===== src/rtl/divider_ctrl.sv =====
// rtl/divider_ctrl.sv - button-driven 16/8 unsigned restoring divider with display select
//
// Ports:
//   CLK        sole clock, rising edge
//   RST_N      asynchronous active-low reset
//   BTN[1:0]   debounced buttons, asynchronous to CLK; [0] start, [1] display toggle
//   I_DIVIDEND 16-bit unsigned dividend (switches)
//   I_DIVISOR  8-bit unsigned divisor (switches)
//   O_QUOT     registered quotient
//   O_REM      registered remainder
//   O_DISP     O_QUOT, or zero-extended O_REM when O_SEL is high
//   O_SEL      display select
//   O_BUSY     high while dividing
//   O_DONE     high while a result is being held
//   O_ERR      last completed operation was a divide-by-zero
module divider_ctrl #(
    parameter logic [15:0] DIVZ_Q = 16'hFFFF
) (
    input  logic        CLK,
    input  logic        RST_N,
    input  logic [1:0]  BTN,
    input  logic [15:0] I_DIVIDEND,
    input  logic [7:0]  I_DIVISOR,
    output logic [15:0] O_QUOT,
    output logic [7:0]  O_REM,
    output logic [15:0] O_DISP,
    output logic        O_SEL,
    output logic        O_BUSY,
    output logic        O_DONE,
    output logic        O_ERR
);

    typedef enum logic [1:0] {
        IDLE = 2'd0,
        RUN  = 2'd1,
        DONE = 2'd2
    } state_t;

    state_t state, state_nxt;

    logic [1:0]  s1, s2, s3;
    logic [1:0]  press;
    logic        load, divz, finish;

    // work shifts dividend bits out of the top while quotient bits enter at
    // the bottom, so after 16 steps it holds the quotient.
    logic [15:0] work;
    logic [7:0]  divisor_q;
    logic [7:0]  p;
    logic [4:0]  cnt;
    logic [8:0]  p_shift;
    logic        ge;
    logic [7:0]  p_new;

    // Two synchronizer flops plus one history flop per button.
    always_ff @(posedge CLK or negedge RST_N) begin
        if (!RST_N) begin
            s1 <= 2'b00;
            s2 <= 2'b00;
            s3 <= 2'b00;
        end else begin
            s1 <= BTN;
            s2 <= s1;
            s3 <= s2;
        end
    end

    assign press = s2 & ~s3;

    always_ff @(posedge CLK or negedge RST_N) begin
        if (!RST_N) state <= IDLE;
        else        state <= state_nxt;
    end

    always_comb begin
        state_nxt = state;
        load      = 1'b0;
        divz      = 1'b0;
        finish    = 1'b0;
        case (state)
            IDLE, DONE: begin
                if (press[0]) begin
                    if (I_DIVISOR == 8'h00) begin
                        divz      = 1'b1;
                        state_nxt = DONE;
                    end else begin
                        load      = 1'b1;
                        state_nxt = RUN;
                    end
                end
            end
            RUN: begin
                if (cnt == 5'd15) begin
                    finish    = 1'b1;
                    state_nxt = DONE;
                end
            end
            default: state_nxt = IDLE;
        endcase
    end

    // The stored remainder is always below the divisor, so 8 bits hold it;
    // only the shifted value needs the ninth bit for the compare, which keeps
    // divisor 8'hFF from overflowing.
    assign p_shift = {p, work[15]};
    assign ge      = (p_shift >= {1'b0, divisor_q});
    assign p_new   = ge ? (p_shift[7:0] - divisor_q) : p_shift[7:0];

    always_ff @(posedge CLK or negedge RST_N) begin
        if (!RST_N) begin
            work      <= 16'h0000;
            divisor_q <= 8'h00;
            p         <= 8'h00;
            cnt       <= 5'd0;
            O_QUOT    <= 16'h0000;
            O_REM     <= 8'h00;
            O_ERR     <= 1'b0;
            O_SEL     <= 1'b0;
        end else begin
            if (load) begin
                work      <= I_DIVIDEND;
                divisor_q <= I_DIVISOR;
                p         <= 8'h00;
                cnt       <= 5'd0;
            end else if (state == RUN) begin
                work <= {work[14:0], ge};
                p    <= p_new;
                cnt  <= cnt + 5'd1;
            end
            if (finish) begin
                O_QUOT <= {work[14:0], ge};
                O_REM  <= p_new;
                O_ERR  <= 1'b0;
            end
            if (divz) begin
                O_QUOT <= DIVZ_Q;
                O_REM  <= 8'h00;
                O_ERR  <= 1'b1;
            end
            if (press[1]) O_SEL <= ~O_SEL;
        end
    end

    assign O_BUSY = (state == RUN);
    assign O_DONE = (state == DONE);
    assign O_DISP = O_SEL ? {8'h00, O_REM} : O_QUOT;

endmodule


===== config.mk =====
export PLATFORM = sky130hd
export DESIGN_NAME = divider_ctrl
export DESIGN_NICKNAME = d
export VERILOG_FILES = /design/src/rtl/divider_ctrl.sv
export SDC_FILE = /design/constraint.sdc
export NUM_CORES = 1
export LEC_CHECK = 0
export CORE_UTILIZATION = 50
export DETAILED_ROUTE_END_ITERATION = 10
export PLACE_DENSITY = 0.79
export SYNTH_ARGS = -nofsm -noshare
export SYNTH_HDL_FRONTEND = slang
export SYNTH_SLANG_ARGS = --single-unit

===== constraint.sdc =====
create_clock -name CLK -period 4.4 [get_ports CLK]
set_input_delay 0.44 -clock CLK [delete_from_list [all_inputs] [get_ports CLK]]
set_output_delay 0.44 -clock CLK [all_outputs]
set_load 0.03 [all_outputs]

== After elaboration in Yosys (flattened, before gate mapping) ==
Index checks and enable logic that the tools add are counted.

* Bits in registers: 71
* Bits in latches: 0
* Memory bits (writable): 0
* Bits in read-only memories: 0
* Input bits: 28
* Memories kept: 0

* $add $sub $neg: 2
* Multiply operators: 0
* Divide/modulo/power cells: 0
* Order comparisons: 1
* Eq/ne operators: 5
* Shift operators: 0
* Mux-type cells: 26
* Bitwise gates (word level): 3
* Reduce and logical (&&, ||, !) cells: 6

{| class="wikitable"
|+ Operator list
! kind !! count
|-
| $mux 16 || 5
|-
| $mux 8 || 5
|-
| $mux 1 || 10
|-
| $mux 5 || 2
|-
| $ge 9x8->1 || 1
|-
| $logic_not 8->1 || 1
|-
| $sub 8x8->8 || 1
|-
| $mux 2 || 3
|-
| $add 5x1->5 const B || 1
|-
| $eq 5x4->1 const B || 1
|-
| $pmux 2 s2 || 1
|-
| $reduce_bool 2->1 || 2
|-
| $and 2x2->2 || 1
|-
| $eq 2x1->1 const B || 1
|-
| $eq 2x2->1 const B || 1
|-
| $logic_not 2->1 || 1
|-
| $ne 2x1->1 const B || 1
|-
| $ne 2x2->1 const B || 1
|-
| $not 2->2 || 1
|-
| $reduce_and 2->1 || 1
|-
| $reduce_or 2->1 || 1
|-
| $not 1->1 || 1
|}

== Longest topological paths before layout ==
* Depth in word-level cells: 5
* Gate-level depth with buffers: 9

== Worst setup path before layout ==
OpenSTA, ideal clock, no wires.

* Kind: register to output
* Start: register O_SEL
* End: output O_DISP[7]
* Arrival: 1575 ps
* Data required time: 3960 ps
* Slack: 2385 ps
* Cell stages (with the launch flop): 4
* Buffers on the path: 2
* Path through: dfrtp_1 > clkbuf_1 > clkbuf_1 > mux2_2

* Word-level cells in the longest chain between the ends: 1

{| class="wikitable"
|+ Ends and longest elaborated chain
! item !! line !! source
|-
| from (decl) || 27 || <nowiki>output logic O_SEL,</nowiki>
|-
| from (signal assigned) || 140 || <nowiki>if (press[1]) O_SEL <= ~O_SEL;</nowiki>
|-
| $mux 16 || 146 || <nowiki>assign O_DISP = O_SEL ? {8'h00, O_REM} : O_QUOT;</nowiki>
|-
| to (decl) || 26 || <nowiki>output logic [15:0] O_DISP,</nowiki>
|}

No other way between the ends.

== Worst setup path after layout ==
* Start: register state[1]
* End: output O_BUSY

* Word-level cells in the longest chain between the ends: 1

{| class="wikitable"
|+ Ends and longest elaborated chain
! item !! line !! source
|-
| from (decl) || 39 || <nowiki>state_t state, state_nxt;</nowiki>
|-
| from (signal assigned) || 72 || <nowiki>else state <= state_nxt;</nowiki>
|-
| $eq 2x1->1 || 144 || <nowiki>assign O_BUSY = (state == RUN);</nowiki>
|-
| to (decl) || 28 || <nowiki>output logic O_BUSY,</nowiki>
|}

No other way between the ends.

==> metrics.md <==
| Metric | Value |
|---|---|
| # nets final | 426 |
| TritonCTS buffer count | 9 |
| Clk_lat worst skew | 350 ps |
| Worst IR Drop VDD | 0.0004703 V |
| Synth top area cells | dfrtp_1 53%, nand2_1 6.9%, o22a_1 3.9% |
| Worst setup SP type | register |
| DPL Wire Length | 5.372 mm |
| Die area | 7076 um^2 |
| Net count after synthesis | 358 |
| Final Skew | 10.15 ps |
| Worst endpoint data arrival time | 2550 ps |
| Min-Delay Path Class | in -> async |
| DR iter-0 viols | 154 |
| Outcome | finished, violations left |
| Initial antenna violation count | 0 |
| RR Endpoint | O_REM[5] |
| CP Capture Point | O_BUSY |
| Clock slew at reported path FFs | 70 ps |
| Top-area cell type share of the netlist area | 52.69% |
| Die width | 84.12 um |
| Final ANT Viol Nets | 0 |
| FF-to-FF path depth | 6 |
| Setup violators final | 0 |
| Final Cycle Share | 68.06% |
| Crit path largest cell delay | 780 ps |
| Core ar. | 6422 um^2 |
| Initial Util | 52.50% |
| Max clock buf depth | 2 |
| GR Layer Usage met2 | 36.51% |
| Synth area leader | dfrtp_1 |
| Top cells by count, synth | 71 x dfrtp_1, 62 x nand2_1, 15 x a22oi_1, 15 x o21ai_0, 15 x o22a_1 |
| RD Place Congestion | 0.7880 |
| Slew @ Worst Pin | 997.1 ps |
| Std-Cell Rows | 29 |
| Final Hold Fails | 0 |
| Total Routing Usage GR | 23.39% |
| Net Sw Frac | 45.69% |
| Pin count of the biggest net entering global routing | 46 |
| Top_reg_cell synth | dfrtp_1 |
| Vias post-DR | 2630 |
| Met1 usage | 31.37% |
| Worst rel slew slack | 33.53% |
| P per Cell Area | 914.9 nW/um^2 |
| CTS tree | yes |
| First-pass DRT Iterations | 7 |
| Postcts setup bufs | 0 |
| CP Depth | 3 |
| Slew Limit Fails | 0 |
| Routed Wire Length | 7.524 mm |
| CP startpoint | state[1] |
| Die H | 84.12 um |
| Syn Inst Count | 319 |
| Post-cts resize count | 0 |
| Clk sinks | 71 |
| I/O pins | 72 |
| First-pass GRT wire length | 12.83 mm |
| Fmax | 333.9 MHz |
| Synth warnings | 0 |
| Count leader, synth | dfrtp_1 |
| Cells along the critical path | nand2b_1 > inv_2 > clkdlybuf4s50_1 |
| DP Area | 4099 um^2 |
| Area delta synth->final | 26.31% |
| Met3 usage | 3.759% |
| Required @ worst endpoint | 3960 ps |
| N_diodes | 0 |
| Netlist Area Pre-Place | 3372 um^2 |
| Grt total ovfl | 0 |
| Failing checks | DRC |
| Minimum clock period | 2995 ps |
| Post-route cell area | 4259 um^2 |
| Crit path max-delay family | buffers and inverters |
| FFs w/ async S/R, synth | 100.0% |
| Post-synthesis sequential area ratio | 52.69% |
| Leak | 1.865 nW |
| WP buf/inv | 2 |
| Total negative slack | 0 ps |
| Vias in the first global route | 2574 |
| Port Buffers | 71 |
| WL/cell | 16.08 um |
| Avg Vias per Cell | 5.620 |
| EDFF count, synth | 0 |
| Root Buffer | clkbuf_8 |
| RR Startpoint | state[1] |
| Layout cells sized above 1 | 10.49% |
| # DRC | 6 |
| CP Capture Type | output pin |
| Worst reg-to-reg setup slack | 1710 ps |
| Internal | 2.117 mW |
| Avg Inst Size Synth | 10.57 um^2 |
| Hold buffer count at cts | 0 |
| Register bit total from synthesis | 71 |
| Crit-path max FO | 26 |
| Sequential power share | 31.0% |
| Gr busiest metal | met2 |
| Comb power frac | 57.8% |
| WS Path Type | reg -> out |
| Clock H-tree levels | 3 |
| Count of different cell masters after synthesis | 47 |
| Unrepaired setup endpoints after global routing | false |
| Slowest CP cell | clkdlybuf4s50_1 |
| P_sw | 1.780 mW |
| Clock Power Share | 11.2% |
| Max cap viols | 0 |
[state kept, by name, indices dropped and copies added (netlist names), 5 cells and up]
name       cells
O_QUOT        16
work          16
p              8
cnt            5
divisor_q      8
O_REM          8
[placed cells by master (no fill, tap or decap), types with 2 or more instances in the layout]
cell,instances
dfrtp_1,71
clkdlybuf4s50_1,70
nand2_1,62
o22a_1,15
o21ai_0,15
a22oi_1,15
inv_1,14
nor2b_1,10
mux2_2,10
nor2_1,10
ha_1,10
clkbuf_8,9
o21ai_1,7
o22ai_1,6
nand2b_1,5
mux2i_1,5
xor2_1,5
a21oi_1,4
clkinv_2,4
a31oi_1,3
xnor2_1,3
and3_1,2
nor4_2,2
nand2_2,2
and2_1,2
a211oi_1,2
nor3b_1,2
a32oi_1,2
o31ai_1,2
buf_4,2
[final cells by class]
type	instances	area, um^2
fill	515	2163
multi-input combinational	217	1449
inverter	15	56.30
clock buffer	9	123.9
timing repair buffer	73	720.7
sequential	71	1777
tap	77	96.34
clock inverter	6	36.28
[worst reg2reg max path, delay by kind of cell (launching register included)]
family | cells | cell delay, ps
buffers and inverters | 1 | 570
AO/OA/AOI/OAI | 2 | 290
flip-flops | 1 | 370
AND/OR/NAND/NOR | 3 | 1320
[per-stage QoR]
| stage | util, % | hold WS, ps | worst slack [ps] | cells | power (mW) |
|---|---|---|---|---|---|
| 2_1_floorplan | - | 144.4 | 2385 | 319 | 2.746 |
| 3_3_place_gp | 63.82 | 333.1 | 1816 | 453 | 3.413 |
| 6_report | 66.32 | 259.8 | 1405 | 468 | 3.897 |
| 5_1_grt | 66.32 | 342.3 | 1272 | 468 | 4.177 |
| 4_1_cts | 66.32 | 288.6 | 1410 | 468 | 3.916 |
| 3_5_place_dp | 63.82 | 334.7 | 1779 | 453 | 3.471 |
[worst min-delay path by stage]
stage | endpoint | startpoint | slack (ps)
after detailed placement | s2[0] | s1[0] | 330
final | divisor_q[0] | RST_N | 260
after global routing | O_QUOT[12] | RST_N | 340
after floorplan | O_ERR | RST_N | 140
after global placement | s2[0] | s1[0] | 330
after CTS | state[1] | RST_N | 290
[power groups by stage]
stage / logic [mW] / clock network, mW / registers (mW)
floorplan: 1.38 / 0 / 1.36
global placement: 2.20 / 0 / 1.21
detailed placement: 2.25 / 0 / 1.22
CTS: 2.26 / 0.440 / 1.21
global route: 2.45 / 0.467 / 1.26
finish: 2.25 / 0.437 / 1.21
[cells by family after synthesis]
family / share of synthesized area (%)
AOI/OAI and AO/OA: 16.85
xor gates and xnor gates: 2.078
adders and majority gates: 4.304
buffers and inverters: 4.341
DFF: 52.69
muxes: 4.824
and+or+nand+nor: 14.92
[routing by layer]
layer / up-vias / share of wire (%) / wire, um
met4: 0 / 2.2 / 167
met5: - / 0 / 0
met1: 1302 / 45 / 3409
met3: 15 / 3.6 / 269
li1: 1259 / - / -
met2: 54 / 49 / 3678
Power figures use the tool's default switching activity.
